`src/rtl/pipe_mult_pkg.sv`:
```
// Shared types and limits for the pipelined multiplier.
// Stage bundles are sized for the widest legal configuration.
package pipe_mult_pkg;

  localparam int WIDTH_MIN  = 2;
  localparam int WIDTH_MAX  = 32;
  localparam int STAGES_MIN = 1;
  localparam int STAGES_MAX = 8;
  localparam int TAG_MAX    = 32;
  localparam int PROD_MAX   = 2 * WIDTH_MAX;

  typedef struct packed {
    logic                valid;
    logic                is_signed;
    logic [TAG_MAX-1:0]  tag;
    logic [PROD_MAX-1:0] product;
  } stage_t;

endpackage

```
`src/rtl/pipe_mult_if.sv`:
```
// Request/result bundle of the pipelined multiplier.
// The requester drives master, the multiplier uses slave.
interface pipe_mult_if #(
  parameter int WIDTH = 8,
  parameter int TAG_W = 4
);

  logic               start;
  logic               start_ready;
  logic [WIDTH-1:0]   A;
  logic [WIDTH-1:0]   B;
  logic               op_signed;
  logic [TAG_W-1:0]   tag_in;
  logic               done_mult;
  logic [2*WIDTH-1:0] result_mult;
  logic [TAG_W-1:0]   tag_out;
  logic               result_ready;

  modport master (
    output start, A, B, op_signed, tag_in,
    output result_ready,
    input  start_ready, done_mult,
    input  result_mult, tag_out
  );

  modport slave (
    input  start, A, B, op_signed, tag_in,
    input  result_ready,
    output start_ready, done_mult,
    output result_mult, tag_out
  );

endinterface

```
`src/rtl/mult_stage_reg.sv`:
```
// One enable-gated pipeline slot with synchronous clear.
// Used as a pure delay stage behind the multiply stage.
module mult_stage_reg
  import pipe_mult_pkg::*;
(
  input  logic   clk,
  input  logic   reset_n,
  input  logic   en,
  input  stage_t d,
  output stage_t q
);

  // hold unless the pipeline advances; clear on reset
  always_ff @(posedge clk) begin
    if (!reset_n) begin
      q <= '0;
    end else if (en) begin
      q <= d;
    end
  end

endmodule

```
`src/rtl/pipe_mult_param.sv`:
```
// Pipelined signed/unsigned multiplier with tag sideband.
// Stage 1 multiplies, later stages only delay.
module pipe_mult_param
  import pipe_mult_pkg::*;
#(
  parameter int WIDTH  = 8,
  parameter int STAGES = 3,
  parameter int TAG_W  = 4
) (
  input logic      clk,
  input logic      reset_n,
  pipe_mult_if.slave bus
);

  if (WIDTH < WIDTH_MIN || WIDTH > WIDTH_MAX) begin : g_bad_width
    $fatal(1, "pipe_mult_param: WIDTH out of range");
  end
  if (STAGES < STAGES_MIN || STAGES > STAGES_MAX) begin : g_bad_stages
    $fatal(1, "pipe_mult_param: STAGES out of range");
  end
  if (TAG_W < 1 || TAG_W > TAG_MAX) begin : g_bad_tag
    $fatal(1, "pipe_mult_param: TAG_W out of range");
  end

  logic               advance;
  logic [2*WIDTH-1:0] a_ext;
  logic [2*WIDTH-1:0] b_ext;
  logic [2*WIDTH-1:0] prod;
  stage_t             head;
  stage_t             tail;
  stage_t             st [STAGES];

  // a full output slot blocks everything until it is taken
  assign advance         = !tail.valid || bus.result_ready;
  assign bus.start_ready = advance;

  // extend per mode; the low 2*WIDTH bits are exact either way
  always_comb begin
    a_ext = {{WIDTH{bus.op_signed & bus.A[WIDTH-1]}}, bus.A};
    b_ext = {{WIDTH{bus.op_signed & bus.B[WIDTH-1]}}, bus.B};
    prod  = a_ext * b_ext;
    head  = '0;
    head.valid     = bus.start;
    head.is_signed = bus.op_signed;
    head.tag[TAG_W-1:0]       = bus.tag_in;
    head.product[2*WIDTH-1:0] = prod;
  end

  // multiply stage register
  always_ff @(posedge clk) begin
    if (!reset_n) begin
      st[0] <= '0;
    end else if (advance) begin
      st[0] <= head;
    end
  end

  for (genvar k = 1; k < STAGES; k++) begin : g_dly
    mult_stage_reg u_reg (
      .clk     (clk),
      .reset_n (reset_n),
      .en      (advance),
      .d       (st[k-1]),
      .q       (st[k])
    );
  end

  assign tail            = st[STAGES-1];
  assign bus.done_mult   = tail.valid;
  assign bus.result_mult = tail.product[2*WIDTH-1:0];
  assign bus.tag_out     = tail.tag[TAG_W-1:0];

  logic unused_tail;
  assign unused_tail = ^{tail.is_signed, tail.tag, tail.product};

endmodule
```
`src/flat_wrapper.sv`:
```
// flat-port wrapper written by rule: the top's interface ports become plain ports
module pipe_mult_param_flat import pipe_mult_pkg::*;
#(
  parameter int WIDTH  = 8,
  parameter int STAGES = 3,
  parameter int TAG_W  = 4
)
  (clk, reset_n, bus_start, bus_A, bus_B, bus_op_signed, bus_tag_in, bus_result_ready, bus_start_ready, bus_done_mult, bus_result_mult, bus_tag_out);
  pipe_mult_if #(.WIDTH(WIDTH), .TAG_W(TAG_W)) bus_i ();
  input logic clk;
  input logic reset_n;
  input wire logic [$bits(bus_i.start)-1:0] bus_start;
  input wire logic [$bits(bus_i.A)-1:0] bus_A;
  input wire logic [$bits(bus_i.B)-1:0] bus_B;
  input wire logic [$bits(bus_i.op_signed)-1:0] bus_op_signed;
  input wire logic [$bits(bus_i.tag_in)-1:0] bus_tag_in;
  input wire logic [$bits(bus_i.result_ready)-1:0] bus_result_ready;
  output wire logic [$bits(bus_i.start_ready)-1:0] bus_start_ready;
  output wire logic [$bits(bus_i.done_mult)-1:0] bus_done_mult;
  output wire logic [$bits(bus_i.result_mult)-1:0] bus_result_mult;
  output wire logic [$bits(bus_i.tag_out)-1:0] bus_tag_out;
  assign bus_i.start = bus_start;
  assign bus_i.A = bus_A;
  assign bus_i.B = bus_B;
  assign bus_i.op_signed = bus_op_signed;
  assign bus_i.tag_in = bus_tag_in;
  assign bus_i.result_ready = bus_result_ready;
  assign bus_start_ready = bus_i.start_ready;
  assign bus_done_mult = bus_i.done_mult;
  assign bus_result_mult = bus_i.result_mult;
  assign bus_tag_out = bus_i.tag_out;
  pipe_mult_param #(.WIDTH(WIDTH), .STAGES(STAGES), .TAG_W(TAG_W)) u_core (.clk(clk), .reset_n(reset_n), .bus(bus_i));
endmodule
```
`config.mk`:
```
export PLATFORM = sky130hd
export DESIGN_NAME = pipe_mult_param_flat
export DESIGN_NICKNAME = d
export VERILOG_FILES = /design/src/rtl/pipe_mult_pkg.sv /design/src/rtl/pipe_mult_if.sv /design/src/rtl/mult_stage_reg.sv /design/src/rtl/pipe_mult_param.sv /design/src/flat_wrapper.sv
export SDC_FILE = /design/constraint.sdc
export NUM_CORES = 1
export LEC_CHECK = 0
export BUFFER_PORTS_ARGS = -buffer_cell sky130_fd_sc_hd__buf_2
export CAP_MARGIN = 5
export CORE_UTILIZATION = 50
export DETAILED_ROUTE_END_ITERATION = 8
export PLACE_DENSITY = 0.67
export SYNTH_ARGS = -nofsm -noshare
export SYNTH_HDL_FRONTEND = slang
export SYNTH_HIERARCHICAL = 1
export SYNTH_SLANG_ARGS = --single-unit
```
`constraint.sdc`:
```
create_clock -name clk -period 10.4 [get_ports clk]
set_clock_uncertainty 0.05 [all_clocks]
set_input_delay 0.52 -clock clk [delete_from_list [all_inputs] [get_ports clk]]
set_output_delay 0.52 -clock clk [all_outputs]
set_load 0.05 [all_outputs]
```
# After elaboration in Yosys (flattened, before gate mapping)

Cells that the tools add are included.

Multiply operators: 1
Bitwise logic cells: 2
Reduce and logical (&&, ||, !) cells: 2

Operators with widths:

| operator           | count |
|---|---|
| $mul A9 B9 Y16     | 1 |
| $and A1 B1 Y1      | 2 |
| $logic_not A1 Y1   | 1 |
| $logic_or A1 B1 Y1 | 1 |

Flip-flop bits (word level): 63
Input bits: 25
Word-level logic and storage cells: 14

# Logic depth before layout (Yosys ltp)

Depth in word-level cells: 2
Depth in mapped cells: 19

# Cells and area by module

The synthesis kept the hierarchy.

By module, submodules not included:

| module          | times used | cells each | area an instance (um^2) | seq. area each (um^2) |
|---|---|---|---|---|
| mult_stage_reg  | 2          | 315        | 3696.0                  | 1961.9 |
| pipe_mult_param | 1          | 418        | 3597.2                  | 440.4 |

# Worst setup path before layout

OpenSTA, ideal clock, no wires.

Path type: input to register
Start: input bus_B[7]
End: register u_core/st[209] (netlist bit)
Arrival: 5.307 ns
Slack: 4.973 ns
Cell stages on the path: 18
Path through: clkbuf_1 nand2_1 or2_2 fa_1 fa_1 inv_1 fa_1 fa_1 inv_1 fa_1 inv_1 ha_1 o21a_1 o31a_1 o211a_1 o21ai_1 or3b_1 a21boi_1

Word-level cells in the longest chain between the ends: 2

Ends and longest elaborated chain:

| element            | line                  | source |
|---|---|---|
| start: declaration | flat_wrapper.sv:14    | `input wire logic [$bits(bus_i.B)-1:0] bus_B;` |
| $and A1 B1 Y1      | pipe_mult_param.sv:40 | `b_ext = {{WIDTH{bus.op_signed & bus.B[WIDTH-1]}}, bus.B};` |
| $mul A9 B9 Y16 (*) | pipe_mult_param.sv:41 | `prod = a_ext * b_ext;` |
| end: declaration   | pipe_mult_param.sv:31 | `stage_t st [STAGES];` |

Every way passes the cells marked *; elsewhere a longest branch is shown, timed or not.
A chain may end at the register's enable or synchronous reset.

# Worst setup path in the final report

Ends and elaborated chain as after synthesis.

==> qor.yml <==
layout:
  final_cells: 717
  final_common_cell: "inv_1"
  area_delta_synth_final_pct: 8.33
  final_cell_mix: "inv_1, fa_1, dfxtp_1, nand2_1"
  diodes: 0
  drive_gt1_frac: 0.113
  layout.nets: 702
timing:
  final_max_slew_viol_count: 0
  finalSetupTns_ns: 0
  fmax_ghz: 0.192
  fin_ws_ns: 5.18
  finalSetupViolCount: 0
  period_needed_ns: 5.22
  hold_violations: 0
  rsz0062_at_grt: "no"
  fin_crit_sh: 0.502
  max_slew_margin: 0.396
  worst_pin_slew_ns: 0.905
place:
  dpl.cell_count: 703
  hpwl_microns: 7300
  routabilityCongestion: 0.848
  place_ws_ns: 4.84
  port_buffers: 46
yosys:
  postSynthCellCount: 557
  synth_nets: 678
  postSynthAreaPerCell_sq_um: 9.33
  yosysWarnings: 6
  syn-cell-area_sq_mm: 0.00520
detailed_routing:
  routed_wl_microns: 9320
  first_pass_iters: 5
  vias: 3592
  routed.top_layer: "met4"
  drc: 0
  drt.antenna.violating_nets: 0
  wl_met1_microns: 4150
  viasPerCell: 5.01
  wl_per_cell_microns: 13.0
  wl_met3_microns: 303
  drtIter0Drc: 121
  wl_met2_microns: 4790
global_route:
  grt_pass1_wl_microns: 16100
  grt_pass1_vias: 3528
  grt_remaining_overflow: 0
  antenna_found_initial: 0
  track_usage: 0.182
  grt_max_degree: 68
setup_path:
  end_kind: "register"
  worstPathRequired_ns: 10.61
  arrival_ns: 5.42
  worstSetupStartpoint: "bus_B[7]"
  path_max_fanout: 10
  path_class: "in2reg"
  r2r_start: "u_core/g_dly[2].u_reg/q[97]$_SDFFE_PN0P_"
  startpoint_type: "input pin"
clock_tree:
  cts_setup_buffers: 0
  cts_resized: 0
  clockBufferDepth: 2
  root_buffer: "clkbuf_8"
  numCtsBuffers: 9
  clk_pin_slew_worst_paths_ns: 0.07
  cts_tree: "yes"
  h-tree-depth: 3
  cts_num_sinks: 63
  clock_latency_ns: 0.32
  cts_hold_buf: 0
worst_hold_path:
  hp-start: "bus_tag_in[3]"
  hold_class: "in2reg"
pwr:
  power.total_mw: 1.17
  pwr_density_cell_mw_per_mm2: 208
  leakage_nw: 3.00
  ir_drop_mv: 0.123
die:
  fp-row-count: 36
  start_util: 0.524
  die_h_microns: 104
  die_area_sq_mm: 0.0108
  core_area_sq_mm: 0.00991
  die_w_microns: 104
  io_pins: 47
outcome:
  status: "finished clean"
run:
  max-cap-violations: 0
-- layout make-up --
| cell class | count | area [sq um] |
|---|---|---|
| clock buffers | 10 | 128 |
| well taps | 133 | 166 |
| fillers | 916 | 4280 |
| flip-flops and latches | 63 | 1260 |
| clock inverters | 4 | 72.6 |
| inverters | 91 | 342 |
| multi-input cells | 368 | 3420 |
| repair buffers | 48 | 245 |
-- sequential cells by signal (all words and copies together) (netlist names) --
register,flops
u_core/g_dly.u_reg/q,42
u_core/st,21
-- power by group --
part | leakage (nW) | internal, mW | switching (mW)
Combinational | 2.39 | 0.286 | 0.365
Sequential | 0.518 | 0.284 | 0.0214
Clock | 0.0982 | 0.132 | 0.0839
-- final timing paths --
path                                 endpoint  slack (ns)  cells after the start
setup / recovery  u_core/st[209]$_SDFFE_PN0P_        5.18                     18
setup reg to reg  u_core/st[211]$_SDFFE_PN0P_        8.18                      7
hold reg to reg   u_core/st[260]$_SDFFE_PN0P_        0.40                      2
hold / removal    u_core/st[263]$_SDFFE_PN0P_        0.39                      3
-- per-layer routing --
metal	global-route usage	up-vias
met4	0.0490	0
met1	0.237	1766
met3	0.0332	6
li1	-	1758
met2	0.310	62
met5	0	-
-- critical path, stage by stage --
cell	delay, ns
buf_2	0.17
nand2_1	0.21
or2_2	0.34
fa_1	0.47
fa_1	0.55
inv_1	0.06
fa_1	0.50
fa_1	0.54
inv_1	0.06
fa_1	0.52
inv_1	0.04
ha_1	0.31
o21a_1	0.18
o31a_1	0.13
o211a_1	0.25
o21ai_1	0.10
or3b_1	0.34
a21boi_1	0.13
-- per-stage QoR --
step / hold WS [ns] / area (sq um) / util
2_1_floorplan: 0.380 / 5200 / -
3_3_place_gp: 0.389 / 5430 / 0.548
3_5_place_dp: 0.396 / 5430 / 0.548
4_1_cts: 0.381 / 5630 / 0.568
5_1_grt: 0.380 / 5630 / 0.568
6_report: 0.391 / 5630 / 0.568
Note: power is estimated with default switching activity, not from simulation.
